$ cat src/rtl/bird_column.sv
// bird_column: one LED column of a flappy-bird style game.
//
// A free-running divider produces a gravity/blink tick. The bird flies
// upward by FLAP_H rows on each new press of KEY0 and falls one row per
// tick. It crashes when it falls off the bottom or overlaps a pipe row.
// From DEAD, a press returns it to IDLE at START_ROW.
//
// Optional feature: define BIRD_CRASH_BLINK_EN to blink the bird once per
// tick while DEAD. With the macro undefined, no blink logic is built.
//
// Ports:
//   clock      rising-edge clock
//   reset_n    asynchronous active-low reset
//   KEY0       flap button, active-high, synchronous to clock
//   pipe_mask  [ROWS-1:0] rows occupied by a pipe in this column
//   bird_row   [ROWS-1:0] registered one-hot LED drive (0 while blinked off)
//   bird_pos   [clog2(ROWS)-1:0] current bird row index
//   crashed    high while DEAD
//   tick       one-cycle pulse when the divider wraps
module bird_column #(
    parameter int ROWS      = 8,
    parameter int TICK_DIV  = 1792,
    parameter int FLAP_H    = 2,
    parameter int START_ROW = ROWS / 2
) (
    input  logic                    clock,
    input  logic                    reset_n,
    input  logic                    KEY0,
    input  logic [ROWS-1:0]         pipe_mask,
    output logic [ROWS-1:0]         bird_row,
    output logic [$clog2(ROWS)-1:0] bird_pos,
    output logic                    crashed,
    output logic                    tick
);

    localparam int PW = $clog2(ROWS);
    // One extra bit so that pos + FLAP_H cannot wrap before saturation.
    localparam int AW = PW + 1;
    localparam int CW = $clog2(TICK_DIV);

    localparam logic [AW-1:0]   TOP     = AW'(ROWS - 1);
    localparam logic [AW-1:0]   FLAP    = AW'(FLAP_H);
    localparam logic [PW-1:0]   START   = PW'(START_ROW);
    localparam logic [CW-1:0]   CNT_MAX = CW'(TICK_DIV - 1);
    localparam logic [ROWS-1:0] ONE     = ROWS'(1);

    typedef enum logic [1:0] {
        S_IDLE = 2'd0,
        S_FLY  = 2'd1,
        S_DEAD = 2'd2
    } state_t;

    state_t          state_q, state_d;
    logic [PW-1:0]   pos_q,   pos_d;
    logic [CW-1:0]   cnt_q,   cnt_d;
    logic            key_q,   key_d;
    logic [ROWS-1:0] row_q,   row_d;

    logic            tick_w;
    logic            flap;
    logic            hit;
    logic [AW-1:0]   pos_up;
    logic [PW-1:0]   pos_sat;

    // Divider, edge detect and the saturated flap target.
    always_comb begin
        tick_w  = (cnt_q == CNT_MAX);
        cnt_d   = tick_w ? '0 : cnt_q + 1'b1;
        key_d   = KEY0;
        flap    = KEY0 & ~key_q;
        hit     = |((ONE << pos_q) & pipe_mask);
        pos_up  = {1'b0, pos_q} + FLAP;
        pos_sat = (pos_up > TOP) ? TOP[PW-1:0] : pos_up[PW-1:0];
    end

    // Next state / position. Within FLY: collision > flap > gravity.
    always_comb begin
        state_d = state_q;
        pos_d   = pos_q;
        unique case (state_q)
            S_IDLE: begin
                if (flap) begin
                    state_d = S_FLY;
                    pos_d   = pos_sat;
                end
            end
            S_FLY: begin
                if (hit) begin
                    state_d = S_DEAD;
                end else if (flap) begin
                    pos_d = pos_sat;
                end else if (tick_w) begin
                    // Falling below row 0 is a crash; pos stays at 0.
                    if (pos_q == '0) state_d = S_DEAD;
                    else             pos_d   = pos_q - 1'b1;
                end
            end
            S_DEAD: begin
                if (flap) begin
                    state_d = S_IDLE;
                    pos_d   = START;
                end
            end
            default: begin
                state_d = S_IDLE;
                pos_d   = START;
            end
        endcase
    end

`ifdef BIRD_CRASH_BLINK_EN
    logic blink_q, blink_d;

    // Phase toggles per tick only while staying in DEAD; any other
    // cycle (including the one leaving DEAD) forces the on phase.
    always_comb begin
        blink_d = 1'b1;
        if (state_q == S_DEAD && !flap)
            blink_d = tick_w ? ~blink_q : blink_q;
        row_d = blink_d ? (ONE << pos_d) : '0;
    end

    always_ff @(posedge clock or negedge reset_n) begin
        if (!reset_n) blink_q <= 1'b1;
        else          blink_q <= blink_d;
    end
`else
    always_comb begin
        row_d = ONE << pos_d;
    end
`endif

    // key_q resets high so a key held through reset release is not a flap.
    always_ff @(posedge clock or negedge reset_n) begin
        if (!reset_n) begin
            state_q <= S_IDLE;
            pos_q   <= START;
            cnt_q   <= '0;
            key_q   <= 1'b1;
            row_q   <= ONE << START;
        end else begin
            state_q <= state_d;
            pos_q   <= pos_d;
            cnt_q   <= cnt_d;
            key_q   <= key_d;
            row_q   <= row_d;
        end
    end

    assign bird_row = row_q;
    assign bird_pos = pos_q;
    assign crashed  = (state_q == S_DEAD);
    assign tick     = tick_w;

endmodule

$ cat config.mk
export PLATFORM = sky130hd
export DESIGN_NAME = bird_column
export DESIGN_NICKNAME = d
export VERILOG_FILES = /design/src/rtl/bird_column.sv
export SDC_FILE = /design/constraint.sdc
export NUM_CORES = 1
export LEC_CHECK = 0
export BUFFER_PORTS_ARGS = -buffer_cell sky130_fd_sc_hd__buf_2
export CAP_MARGIN = 5
export CORE_MARGIN = 5
export CORE_UTILIZATION = 55
export DETAILED_ROUTE_END_ITERATION = 8
export PLACE_DENSITY = 0.9
export SETUP_SLACK_MARGIN = 0.5
export SLEW_MARGIN = 30
export SYNTH_ARGS = -nofsm -noshare
export SYNTH_HDL_FRONTEND = slang
export SYNTH_SLANG_ARGS = --single-unit
$ cat constraint.sdc
create_clock -name clock -period 4.8 [get_ports clock]
set_input_delay 0.96 -clock clock [delete_from_list [all_inputs] [get_ports clock]]
set_output_delay 0.96 -clock clock [all_outputs]
set_load 0.02 [all_outputs]
; ---- Yosys cells after proc, flatten, opt, wreduce, memory -nomap -nowiden
; Cells that the tools add are included.
[word_totals]
reg_bits = 25
output_inout_bits = 13
inputBits = 11
word_cells = 42
[classes]
n_reduce_logical = 4
order_cmp = 1
bitwise = 3
add_sub_neg = 3
muxes = 16
shift = 2
n_eq_ne = 8
[ops]
columns = op, count
row1 = 3-bit two-way mux, 7
row2 = 1-bit by 3-bit << shifter with 8-bit output (first input constant), 2
row3 = 2-bit two-way mux, 6
row4 = 11-bit by 1-bit adder with 11-bit output (second input constant), 1
row5 = 11-bit equality test (second input constant), 1
row6 = 11-bit two-way mux, 1
row7 = 3-bit != test (second input constant), 3
row8 = 3-bit one-hot mux with 3 select lines, 1
row9 = 8-bit AND, 1
row10 = 8-bit OR reduction, 1
row11 = 2-bit one-hot mux with 3 select lines, 1
row12 = 5-bit AND reduction, 1
row13 = 3-bit by 2-bit adder with 4-bit output (second input constant), 1
row14 = 4-bit by 3-bit greater-than comparator with 1-bit output (second input constant), 1
row15 = 3-bit logical NOT, 1
row16 = 3-bit by 1-bit subtractor with 3-bit output (second input constant), 1
row17 = 2-bit by 1-bit equality test with 1-bit output (second input constant), 1
row18 = 2-bit equality test (second input constant), 1
row19 = 2-bit logical NOT, 1
row20 = 2-bit by 1-bit != test with 1-bit output (second input constant), 1
row21 = 2-bit != test (second input constant), 1
row22 = 1-bit AND, 1
row23 = 1-bit inverter, 1

; ---- Depth between registers and ports, before layout
; Gate-level depths: netlist of run 1.
[logic_depth]
ltp_word = 7
mapped_depth = 9
depth_no_buf = 8

; ---- Worst setup path after synthesis of run 1
; Ideal clock, no wire load.
[synth_timing]
kind = input to register
from = in KEY0
to = reg row_q[0] (netlist: bird_row[0])
required_time_ns = 4.699
setup_time_ns = 0.101
path_buffers = 0
t_arrival_ns = 2.157
slack_ns = 2.542
path_stages = 6
cell_sequence = or3b_1 -> a31oi_1 -> a311oi_1 -> a311oi_4 -> inv_2 -> nor4_1
[synth_via]
elab_chain_len = 5
word_cells_on_any_way = 7
cone_classes = shift (1) / mux (5) / bitwise (1)
[synth_rtl]
columns = element, line
row1 = "start, declared", 28  ; input logic KEY0,
row2 = 1-bit AND *, 70  ; flap = KEY0 & ~key_q;
row3 = 3-bit two-way mux, 90  ; end else if (flap) begin
row4 = 3-bit two-way mux, 88  ; if (hit) begin
row5 = 3-bit one-hot mux with 3 select lines *, 80  ; unique case (state_q)
row6 = named net pos_d[2], 54  ; logic [PW-1:0] pos_q, pos_d;
row7 = 1-bit by 3-bit << shifter with 8-bit output *, 129  ; row_d = ONE << pos_d;
row8 = named net row_d[0], 57  ; logic [ROWS-1:0] row_q, row_d;
row9 = "end signal, assigned", 140  ; row_q <= ONE << START;
row10 = "end signal, assigned", 146  ; row_q <= row_d;
row11 = "end, declared", 57
; The timed path passes the listed nets; every way through them passes the cells marked *.
; A chain may end at the register's enable or synchronous reset.

; ---- Worst setup path after layout of run 1
[layout_timing]
from = reg cnt_q[0]
to = out tick
[layout_via]
elab_chain_len = 1
[layout_rtl]
columns = element, line
row1 = "start, declared", 55  ; logic [CW-1:0] cnt_q, cnt_d;
row2 = "start signal, assigned", 144  ; cnt_q <= cnt_d;
row3 = 11-bit equality test, 67  ; tick_w = (cnt_q == CNT_MAX);
row4 = "end, declared", 33  ; output logic tick
; Every way passes these cells.

==> impl_results.md, run 1 <==
* Result of the run: finished clean
* Data required time of the critical path at 3.84 ns
* N_diodes at 0
* CTS clk-pin slew, worst paths at 0.14 ns
* Top fanout value on the critical path at 9
* Reported max-cap violation count at 0
* Comb power frac at 49.8%
* Routability Congestion at 0.914
* Cell row count at 18
* Area growth from synthesis to layout at 10.7%
* Largest cells by area after synthesis: dfrtp_1, dfstp_2, ha_1
* Max-slew violation count at 0
* Met1 usage in global routing at 20.8%
* Leakage power total at 0.712 nW
* Fraction of power consumed by the clock network at 11.7%
* Upper clock frequency limit at 0.351 GHz
* VDD IR max at 0.405 mV
* Quantity of I/O buffers inserted on ports at 23
* Setup slack at placement at 2.12 ns
* Number of buffers created by CTS at 3
* Final setup TNS at 0 ns
* Post-route setup slack at 1.95 ns
* Number of global-route vias before repair at 1129
* Area enclosed by the die boundary at 3600 sq um
* Most instantiated cells after synthesis: dfrtp_1, nand2_1, nor2_1
* Seq cells post-synth at 25
* Post-synthesis cell type with the largest combined area: dfrtp_1
* Wirelength, routed at 2900 um
* Max clock buf depth at 2
* Post-synth net total at 152
* Internal power summed over all cells at 0.000448 W
* Cell Area, Synth at 1380 sq um
* Number of detailed-routing iterations run before antenna repair at 4
* Routed WL per cell at 15.6 um
* Critical path capture point type: output pin
* CTS resizes at 0
* Post-synthesis async set-or-reset flop share at 100%
* Die outline height at 60 um
* Share of the clock period used by the worst path at 59.4%
* Total routing resource utilization after global routing at 18.2%
* Hold Crit Class: reg2reg
* Routed vias at 1153
* Global routing's busiest layer: met2
* Slew at the pin with the worst max-slew slack at 0.538 ns
* Latest clock arrival within the worst-skew pair at 0.33 ns
* Total clock sinks at 25
* Register area at 629 sq um
* Synth warnings at 0
* Fraction of layout cells with a size suffix above 1 at 23.1%
* Most frequent cell after synthesis: dfrtp_1
* Setup Fix Bufs, Post-CTS at 0
* Sequential share of power at 38.5%
* Die boundary width at 60 um
* Syn Inst Count at 135
* Vias per cell at 6.20
* Power Dens Cells at 542 nW/um^2
* Number of failing hold endpoints at the final stage at 0
* Combined area of the multi-input logic cells at 687 sq um
* Final worst path period need at 2.85 ns
* Number of nets in the final layout at 174
* Arrival time at the worst endpoint at 1.89 ns
* Number of hold buffers added after cts at 0
* CP Launch Type: flop
* # fillers at 201
* Unrepaired setup endpoints after global routing: false
* Number of enable flip-flop cells after synthesis at 0
* TritonCTS clock tree: done
* Mean instance size in the synthesized netlist at 10.2 sq um
* Ports placed on the boundary at 24
* Detailed router's first-iteration violation count at 18
* Grt met2 use at 31.2%
* Met3 layer usage reported by global route at 5.40%
* Number of unique standard cell types used by synthesis at 46
* Initial core utilization at 56.5%
* Number of levels the H-tree was split into at 1
* Library cell used as clock root buffer: clkbuf_4
* Total setup violations reported at the end of the flow at 0
* Floorplan core area at 2430 sq um
* Area share of the leading cell type in the synthesized netlist at 40.0%
* Final worst clock skew at 0.0104 ns
* Worst slew margin relative to its limit at 63.8%
* Category of the most critical setup path: reg2out
* Most used flip-flop cell after synthesis: dfrtp_1
* Count of unresolved DRC violations after routing at 0
* Switching share of power at 45.7%
* Antenna-violating nets left at 0
* HPWL after detailed placement at 2210 um
* Portion of the post-synthesis area used by sequential elements at 45.8%
* Global-route wire length before repair at 4880 um
* Pin count of the biggest net entering global routing at 26
* Switching power of the nets at 0.000378 W
* Number of antenna violations at the first check in global routing at 0
* Remaining global-route overflow at 0
routing by layer:
metal / up-vias / share of wire (%)
met2: 44 / 53
met3: 7 / 6.1
met4: 0 / 1.4
met1: 555 / 39
met5: - / 0
li1: 547 / -
registers in the layout (all words and copies together), names as in the netlist:
name and cells:
bird_row 8, bird_pos 3, cnt_q 11, key_q 1, state_q 2
logic make-up (layout without fill, tap and decap cells):
group / after synthesis / after routing / synth area share [%]
AND/OR/NAND/NOR: 51 / 51 / 20.3
AO/OA/AOI/OAI: 33 / 33 / 19.0
flip-flops: 25 / 25 / 45.8
buffers and inverters: 12 / 33 / 4.28
XOR/XNOR: 7 / 7 / 4.46
adder cells (fa/ha/maj): 6 / 6 / 5.46
multiplexers: 1 / 1 / 0.728
placed cells by master (no fill, tap or decap), types with 2 or more instances in the layout:
cell	instances
a211oi_1	4
a21oi_1	4
a22oi_1	4
a31oi_1	2
and3_1	5
buf_2	23
clkbuf_4	3
dfrtp_1	22
dfstp_2	3
ha_1	6
inv_1	5
nand2_1	9
nand2b_1	2
nand3_1	7
nand4_1	3
nor2_1	9
nor2b_1	4
nor4_1	4
o21a_1	2
o21ai_0	5
xnor2_1	4
xor2_1	3
through the flow:
| stage | instance area [sq um] | hold slack [ns] | util [%] | std cells | total power [W] |
|---|---|---|---|---|---|
| after floorplan | 1380 | 0.447 | - | 135 | 0.000631 |
| after global placement | 1490 | 0.464 | 61.3 | 182 | 0.000710 |
| after detailed placement | 1490 | 0.474 | 61.3 | 182 | 0.000725 |
| after CTS | 1520 | 0.493 | 62.6 | 186 | 0.000828 |
| after global routing | 1520 | 0.530 | 62.6 | 186 | 0.000885 |
| final | 1520 | 0.490 | 62.6 | 186 | 0.000826 |
cell type report:
type	instances	share of cell area, %
clock buffers	3	1.48
repair buffers	23	7.56
multi-input cells	98	45.1
flip-flops and latches	25	41.3
clock inverters	1	0.575
well taps	30	2.47
inverters	6	1.48
final timing paths:
check                      slack (ns)                  start                     end  cells after the start
max                              1.95     cnt_q[0]$_DFF_PN0_                    tick                      4
min                              0.49     cnt_q[0]$_DFF_PN0_      cnt_q[0]$_DFF_PN0_                      1
max reg2reg                      2.35  bird_pos[1]$_DFF_PN0_   bird_row[0]$_DFF_PN0_                      7
min reg2reg                      0.49     cnt_q[0]$_DFF_PN0_      cnt_q[0]$_DFF_PN0_                      1
max in group asynchronous        3.84                reset_n   bird_pos[2]$_DFF_PN1_                      1
min in group asynchronous        0.59                reset_n  state_q[1]$_DFFE_PN0P_                      1
power by group through the flow:
stage | registers [W] | logic [W] | clock network (W)
finish | 0.000318 | 0.000411 | 0.0000967
global route | 0.000323 | 0.000450 | 0.000112
CTS | 0.000316 | 0.000409 | 0.000103
detailed placement | 0.000320 | 0.000405 | 0
global placement | 0.000316 | 0.000394 | 0
floorplan | 0.000319 | 0.000311 | 0
worst max-delay path: stages (launching register included):
cell and delay, ns:
dfrtp_1 0.40, ha_1 0.21, and4_1 0.30, and3_1 0.41, buf_2 0.24
Power figures use the tool's default switching activity.
==> run 2, diff against run 1 <==
Settings changed: CORE_UTILIZATION 55 to 54, PLACE_DENSITY 0.9 to 0.88.
Clock period 4.8 ns to 2.7 ns, I/O delays scaled along.
==> impl_results.md, run 2 (synthesized netlist as in run 1, its figures left out) <==
* Result of the run: finished clean
* Leakage power total at 0.760 nW (+6.7%)
* Power Dens Cells at 1020 nW/um^2 (+88%)
* Initial core utilization at 56.0% (-0.52 points)
* Data required time of the critical path at 2.91 ns (-0.93 ns)
* Total setup violations reported at the end of the flow at 0 (unchanged)
* Fraction of layout cells with a size suffix above 1 at 40.0% (+17 points)
* Final worst path period need at 2.17 ns
* TritonCTS clock tree: done
* Number of nets in the final layout at 183 (+5.2%)
* # fillers at 186 (-7.5%)
* Remaining global-route overflow at 0 (unchanged)
* Max-slew violation count at 0 (unchanged)
* Antenna-violating nets left at 0 (unchanged)
* Top fanout value on the critical path at 5 (-4)
* Wirelength, routed at 3280 um (+13%)
* Vias per cell at 6.07 (-2.1%)
* Routability Congestion at 0.904 (-1.1%)
* Area enclosed by the die boundary at 3660 sq um (+1.5%)
* Total clock sinks at 25 (unchanged)
* Cell row count at 18 (unchanged)
* Detailed router's first-iteration violation count at 92 (+74)
* Global-route wire length before repair at 5200 um (+6.6%)
* Upper clock frequency limit at 0.461 GHz
* Worst slew margin relative to its limit at 62.6% (-1.1 points)
* Number of failing hold endpoints at the final stage at 0 (unchanged)
* Leading cell types in the layout, fill and taps excluded: buf_2, dfrtp_1, buf_4, nand2_1, nor2_1
* Slew at the pin with the worst max-slew slack at 0.560 ns (+0.0218 ns)
* Die outline height at 60.5 um (+0.77%)
* Library cell used as clock root buffer: clkbuf_4
* Hold Crit Class: in2async
* Routed vias at 1184 (+2.7%)
* Area growth from synthesis to layout at 22.2%
* Unrepaired setup endpoints after global routing: true
* VDD IR max at 0.859 mV (+110%)
* Setup slack of the most critical reg-to-reg path at 0.53 ns (-1.82 ns)
* Number of global-route vias before repair at 1117 (-1.1%)
* N_diodes at 0 (unchanged)
* Floorplan core area at 2450 sq um (+0.93%)
* CP Launch Type: flop
* Critical path capture point type: flop
* Number of levels the H-tree was split into at 1 (unchanged)
* Number of antenna violations at the first check in global routing at 0 (unchanged)
* Most common library cell in the layout ignoring fill and taps: buf_2
* Final setup TNS at 0 ns (unchanged)
* Number of hold buffers added after cts at 0 (unchanged)
* Number of flip-flops under the largest register name at 11 (unchanged)
* Ports placed on the boundary at 24 (unchanged)
* Number of detailed-routing iterations run before antenna repair at 4 (unchanged)
* Latest clock arrival within the worst-skew pair at 0.31 ns (-0.02 ns)
* Cell Count, Final, Fillers Out at 195 (+4.8%)
* Setup slack at placement at 0.360 ns (-1.76 ns)
* Category of the most critical setup path: reg2reg
* Reported max-cap violation count at 0 (unchanged)
* Cell count after placement at 182 (unchanged)
* Share of the clock period used by the worst path at 80.3%
* Max clock buf depth at 2 (unchanged)
* Quantity of I/O buffers inserted on ports at 23 (unchanged)
* Post-route setup slack at 0.531 ns (-1.42 ns)
* Pin count of the biggest net entering global routing at 26 (unchanged)
* Count of unresolved DRC violations after routing at 0 (unchanged)
* Total routing resource utilization after global routing at 19.0% (+0.80 points)
* Final worst clock skew at 0.00625 ns (-0.00414 ns)
* HPWL after detailed placement at 2310 um (+4.4%)
* Die boundary width at 60.5 um (+0.77%)
* Number of buffers created by CTS at 3 (unchanged)
* Arrival time at the worst endpoint at 2.38 ns (+0.49 ns)
* Top register by number of flip-flops: cnt_q
* CTS clk-pin slew, worst paths at 0.13 ns (about the same)
* Routed WL per cell at 16.8 um (+8.0%)
[run 2: final cells by class]
| cell class | instances | area, sq um | share of cell area (%) |
|---|---|---|---|
| inverters | 6 | 22.5 | 1.34 |
| repair buffers | 32 | 185 | 11.0 |
| clock buffers | 4 | 26.3 | 1.56 |
| well taps | 30 | 37.5 | 2.23 |
| multi-input cells | 98 | 776 | 46.2 |
| flip-flops and latches | 25 | 633 | 37.7 |
[run 2: critical path, cell delays in order (launching register included)]
cell and delay (ns):
dfrtp_2 0.44, inv_2 0.07, ha_1 0.21, a22oi_1 0.25
nand3_1 0.20, o21a_1 0.20, o211ai_4 0.27, inv_2 0.13
nor4_2 0.29
[run 2: power breakdown]
group          switching [W]  total (W)  internal (W)
registers           0.000102   0.000563      0.000461
logic               0.000588   0.000987      0.000399
clock network       0.000101   0.000159     0.0000576
[run 2: stage by stage]
stage / power, W / instance area (sq um) / hold WS [ns] / util [%]
6_report: 0.00171 / 1680 / 0.194 / 68.5
5_1_grt: 0.00181 / 1680 / 0.215 / 68.5
4_1_cts: 0.00149 / 1540 / 0.203 / 62.8
3_5_place_dp: 0.00130 / 1490 / 0.483 / 60.8
3_3_place_gp: 0.00128 / 1490 / 0.461 / 60.8
2_1_floorplan: 0.00112 / 1380 / 0.244 / -
[run 2: path summary, 6_finish.rpt]
path | start | end | cells after the start
max | bird_pos[0]$_DFF_PN0_ | bird_row[0]$_DFF_PN0_ | 8
min | reset_n | cnt_q[6]$_DFF_PN0_ | 1
max reg2reg | bird_pos[0]$_DFF_PN0_ | bird_row[0]$_DFF_PN0_ | 8
min reg2reg | cnt_q[0]$_DFF_PN0_ | cnt_q[0]$_DFF_PN0_ | 1
max in group asynchronous | reset_n | bird_pos[1]$_DFF_PN0_ | 1
min in group clock | KEY0 | key_q$_DFF_PN1_ | 1
[run 2: timing repair]
| item | 4_1_cts | 5_1_grt |
|---|---|---|
| resized for setup | 7 | 21 |
| setup endpoints to repair | 11 | 9 |
| pin swaps | 0 | 6 |
| cloned | 0 | 0 |
| setup buffers | 2 | 7 |
[run 2: metal layers]
layer | routed length [um] | track usage, %
met1 | 1350 | 25.5
met2 | 1670 | 30.7
met3 | 232 | 3.62
met4 | 33 | 6.81
met5 | 0 | 0
==> run 3, diff against run 2 <==
Settings changed: CORE_UTILIZATION 54 to 49, PLACE_DENSITY 0.88 to 0.85.
Clock period 2.7 ns to 1.9 ns, I/O delays scaled along.
==> impl_results.md, run 3 (synthesized netlist as in run 1, its figures left out) <==
* Result of the run: finished with violations
* Failing checks: negative setup slack
* Total routing resource utilization after global routing at 23.4% (+4.4 points)
* Die boundary width at 63.0 um (+4.2%)
* Capturing point of the worst reg2reg path: bird_row[4]$_DFF_PN1_
* VDD IR max at 1.76 mV (+110%)
* Share of the clock period used by the worst path at 112% (+31 points)
* N_diodes at 0 (unchanged)
* Reported max-cap violation count at 0 (unchanged)
* Pin count of the biggest net entering global routing at 26 (unchanged)
* Final worst path period need at 2.12 ns (-0.0474 ns)
* Hold Crit Class: in2async
* Most common library cell in the layout ignoring fill and taps: buf_4
* Total setup violations reported at the end of the flow at 14 (+14)
* Ports placed on the boundary at 24 (unchanged)
* Arrival time at the worst endpoint at 2.37 ns (about the same)
* Number of detailed-routing iterations run before antenna repair at 4 (unchanged)
* Routability Congestion at 0.906 (+0.27%)
* CP Launch Type: flop
* Setup slack of the most critical reg-to-reg path at -0.22 ns (-0.75 ns)
* Post-route setup slack at -0.222 ns (-0.753 ns)
* Routed WL per cell at 21.6 um (+28%)
* Antenna-violating nets left at 0 (unchanged)
* Upper clock frequency limit at 0.471 GHz (+2.2%)
* CTS clk-pin slew, worst paths at 0.14 ns (about the same)
* Data required time of the critical path at 2.15 ns (-0.76 ns)
* Count of unresolved DRC violations after routing at 0 (unchanged)
* Core utilization of the finished layout at 84.1% (+16 points)
* # fillers at 150 (-19%)
* Number of global-route vias before repair at 1464 (+31%)
* Initial core utilization at 50.3% (-5.7 points)
* Fraction of layout cells with a size suffix above 1 at 65.7% (+26 points)
* Max clock buf depth at 2 (unchanged)
* Die outline height at 63.0 um (+4.2%)
* Max-slew violation count at 0 (unchanged)
* Area growth from synthesis to layout at 67.2%
* Largest stage delay on the critical path at 0.48 ns (+0.04 ns)
* Number of levels the H-tree was split into at 1 (unchanged)
* Wirelength, routed at 4950 um (+51%)
* Area enclosed by the die boundary at 3970 sq um (+8.5%)
* Power Dens Cells at 1630 nW/um^2 (+60%)
* TritonCTS clock tree: done
* Unrepaired setup endpoints after global routing: true
* Remaining global-route overflow at 0 (unchanged)
* Final instance area at 2300 sq um (+37%)
* Top register by number of flip-flops: cnt_q
* Category of the most critical setup path: reg2reg
* Total power after layout at 0.00374 W (+120%)
* Top fanout value on the critical path at 4 (-1)
* Leading cell types in the layout, fill and taps excluded: buf_4, buf_6, dfrtp_1, buf_2, nand2_1
* Final setup TNS at -2.10 ns (-2.10 ns)
* Number of buffers created by CTS at 3 (unchanged)
* Cell type of the slowest stage on the worst timing path: dfrtp_2
* Leakage power total at 0.966 nW (+27%)
* Number of nets in the final layout at 216 (+18%)
* Cell row count at 19 (+1)
* Launching element of the worst setup path: bird_pos[0]$_DFF_PN0_
* Vias per cell at 6.14 (+1.2%)
* Latest clock arrival within the worst-skew pair at 0.34 ns (+0.03 ns)
* Most Frequent Cell on Critical Path: buf_4
* Critical path capture point type: flop
* Final worst clock skew at 0.00269 ns (-0.00355 ns)
* Floorplan core area at 2730 sq um (+11%)
* Global-route wire length before repair at 7210 um (+39%)
* Routed vias at 1407 (+19%)
* Detailed router's first-iteration violation count at 51 (-45%)
* Number of antenna violations at the first check in global routing at 0 (unchanged)
* Worst reg2reg path startpoint: bird_pos[0]$_DFF_PN0_
* Ordered cell list for the critical path: clkinv_4, buf_4, ha_4, nor3b_2, nand4_1, a311oi_2, a311oi_4, buf_4, nor4_4
* Number of buffer and inverter instances along the worst setup path at 3 (+1)
* Slew at the pin with the worst max-slew slack at 0.570 ns (+0.0104 ns)
* Logic depth of the worst register-to-register path at 9 (+1)
* Quantity of I/O buffers inserted on ports at 23 (unchanged)
* Number of hold buffers added after cts at 0 (unchanged)
* Worst hold margin at 0.00991 ns (-0.184 ns)
* Area of placed instances at 1700 sq um (+14%)
* Worst slew margin relative to its limit at 62.0% (-0.62 points)
* HPWL after detailed placement at 2710 um (+17%)
* Crit path max-delay family: simple AND/OR/NAND/NOR gates
* Total clock sinks at 25 (unchanged)
* Number of failing hold endpoints at the final stage at 0 (unchanged)
* Number of flip-flops under the largest register name at 11 (unchanged)
* Library cell used as clock root buffer: clkbuf_4
-- run 3: where the power goes --
part / internal (W) / switching (W) / leakage, nW / total (W)
Sequential: 0.000658 / 0.000144 / 0.311 / 0.000802
Clock: 0.0000810 / 0.000176 / 0.0139 / 0.000257
Combinational: 0.00130 / 0.00138 / 0.641 / 0.00268
-- run 3: per-stage QoR --
stage / setup WS, ns / cells
2_1_floorplan: -0.0328 / 135
3_3_place_gp: -0.0748 / 206
3_5_place_dp: -0.213 / 206
4_1_cts: -0.111 / 219
5_1_grt: -0.395 / 229
6_report: -0.222 / 229
-- run 3: worst max path at each step --
stage / endpoint / slack [ns] / depth (start not counted)
after floorplan: bird_row[0]$_DFF_PN0_ / -0.03 / 7
after detailed placement: bird_row[6]$_DFF_PN0_ / -0.21 / 9
after global routing: bird_row[5]$_DFF_PN0_ / -0.40 / 9
after CTS: bird_row[5]$_DFF_PN0_ / -0.11 / 8
after global placement: bird_row[2]$_DFF_PN0_ / -0.07 / 9
final: bird_row[4]$_DFF_PN1_ / -0.22 / 9
-- run 3: metal layers --
metal  part of all wire, %  vias up  track usage (%)
met5                     0        -                0
met4                   4.3        0             13.0
met3                   5.5       23             6.47
met2                    55       60             42.7
met1                    35      698             23.3
li1                      -      626                -
-- run 3: layout make-up --
class,count,area [sq um],share of cell area [%]
multi-input cells,98,1030,45.0
flip-flops and latches,25,634,27.6
repair buffers,65,529,23.0
well taps,31,38.8,1.69
inverters,6,32.5,1.42
clock buffers,3,22.5,0.980
clock inverters,1,7.51,0.327
-- run 3: what timing repair did --
item / in CTS / in global routing
pin swaps: 20 / 20
setup buffers: 9 / 10
gates resized for setup: 43 / 47
endpoints found under the setup margin: 17 / 26
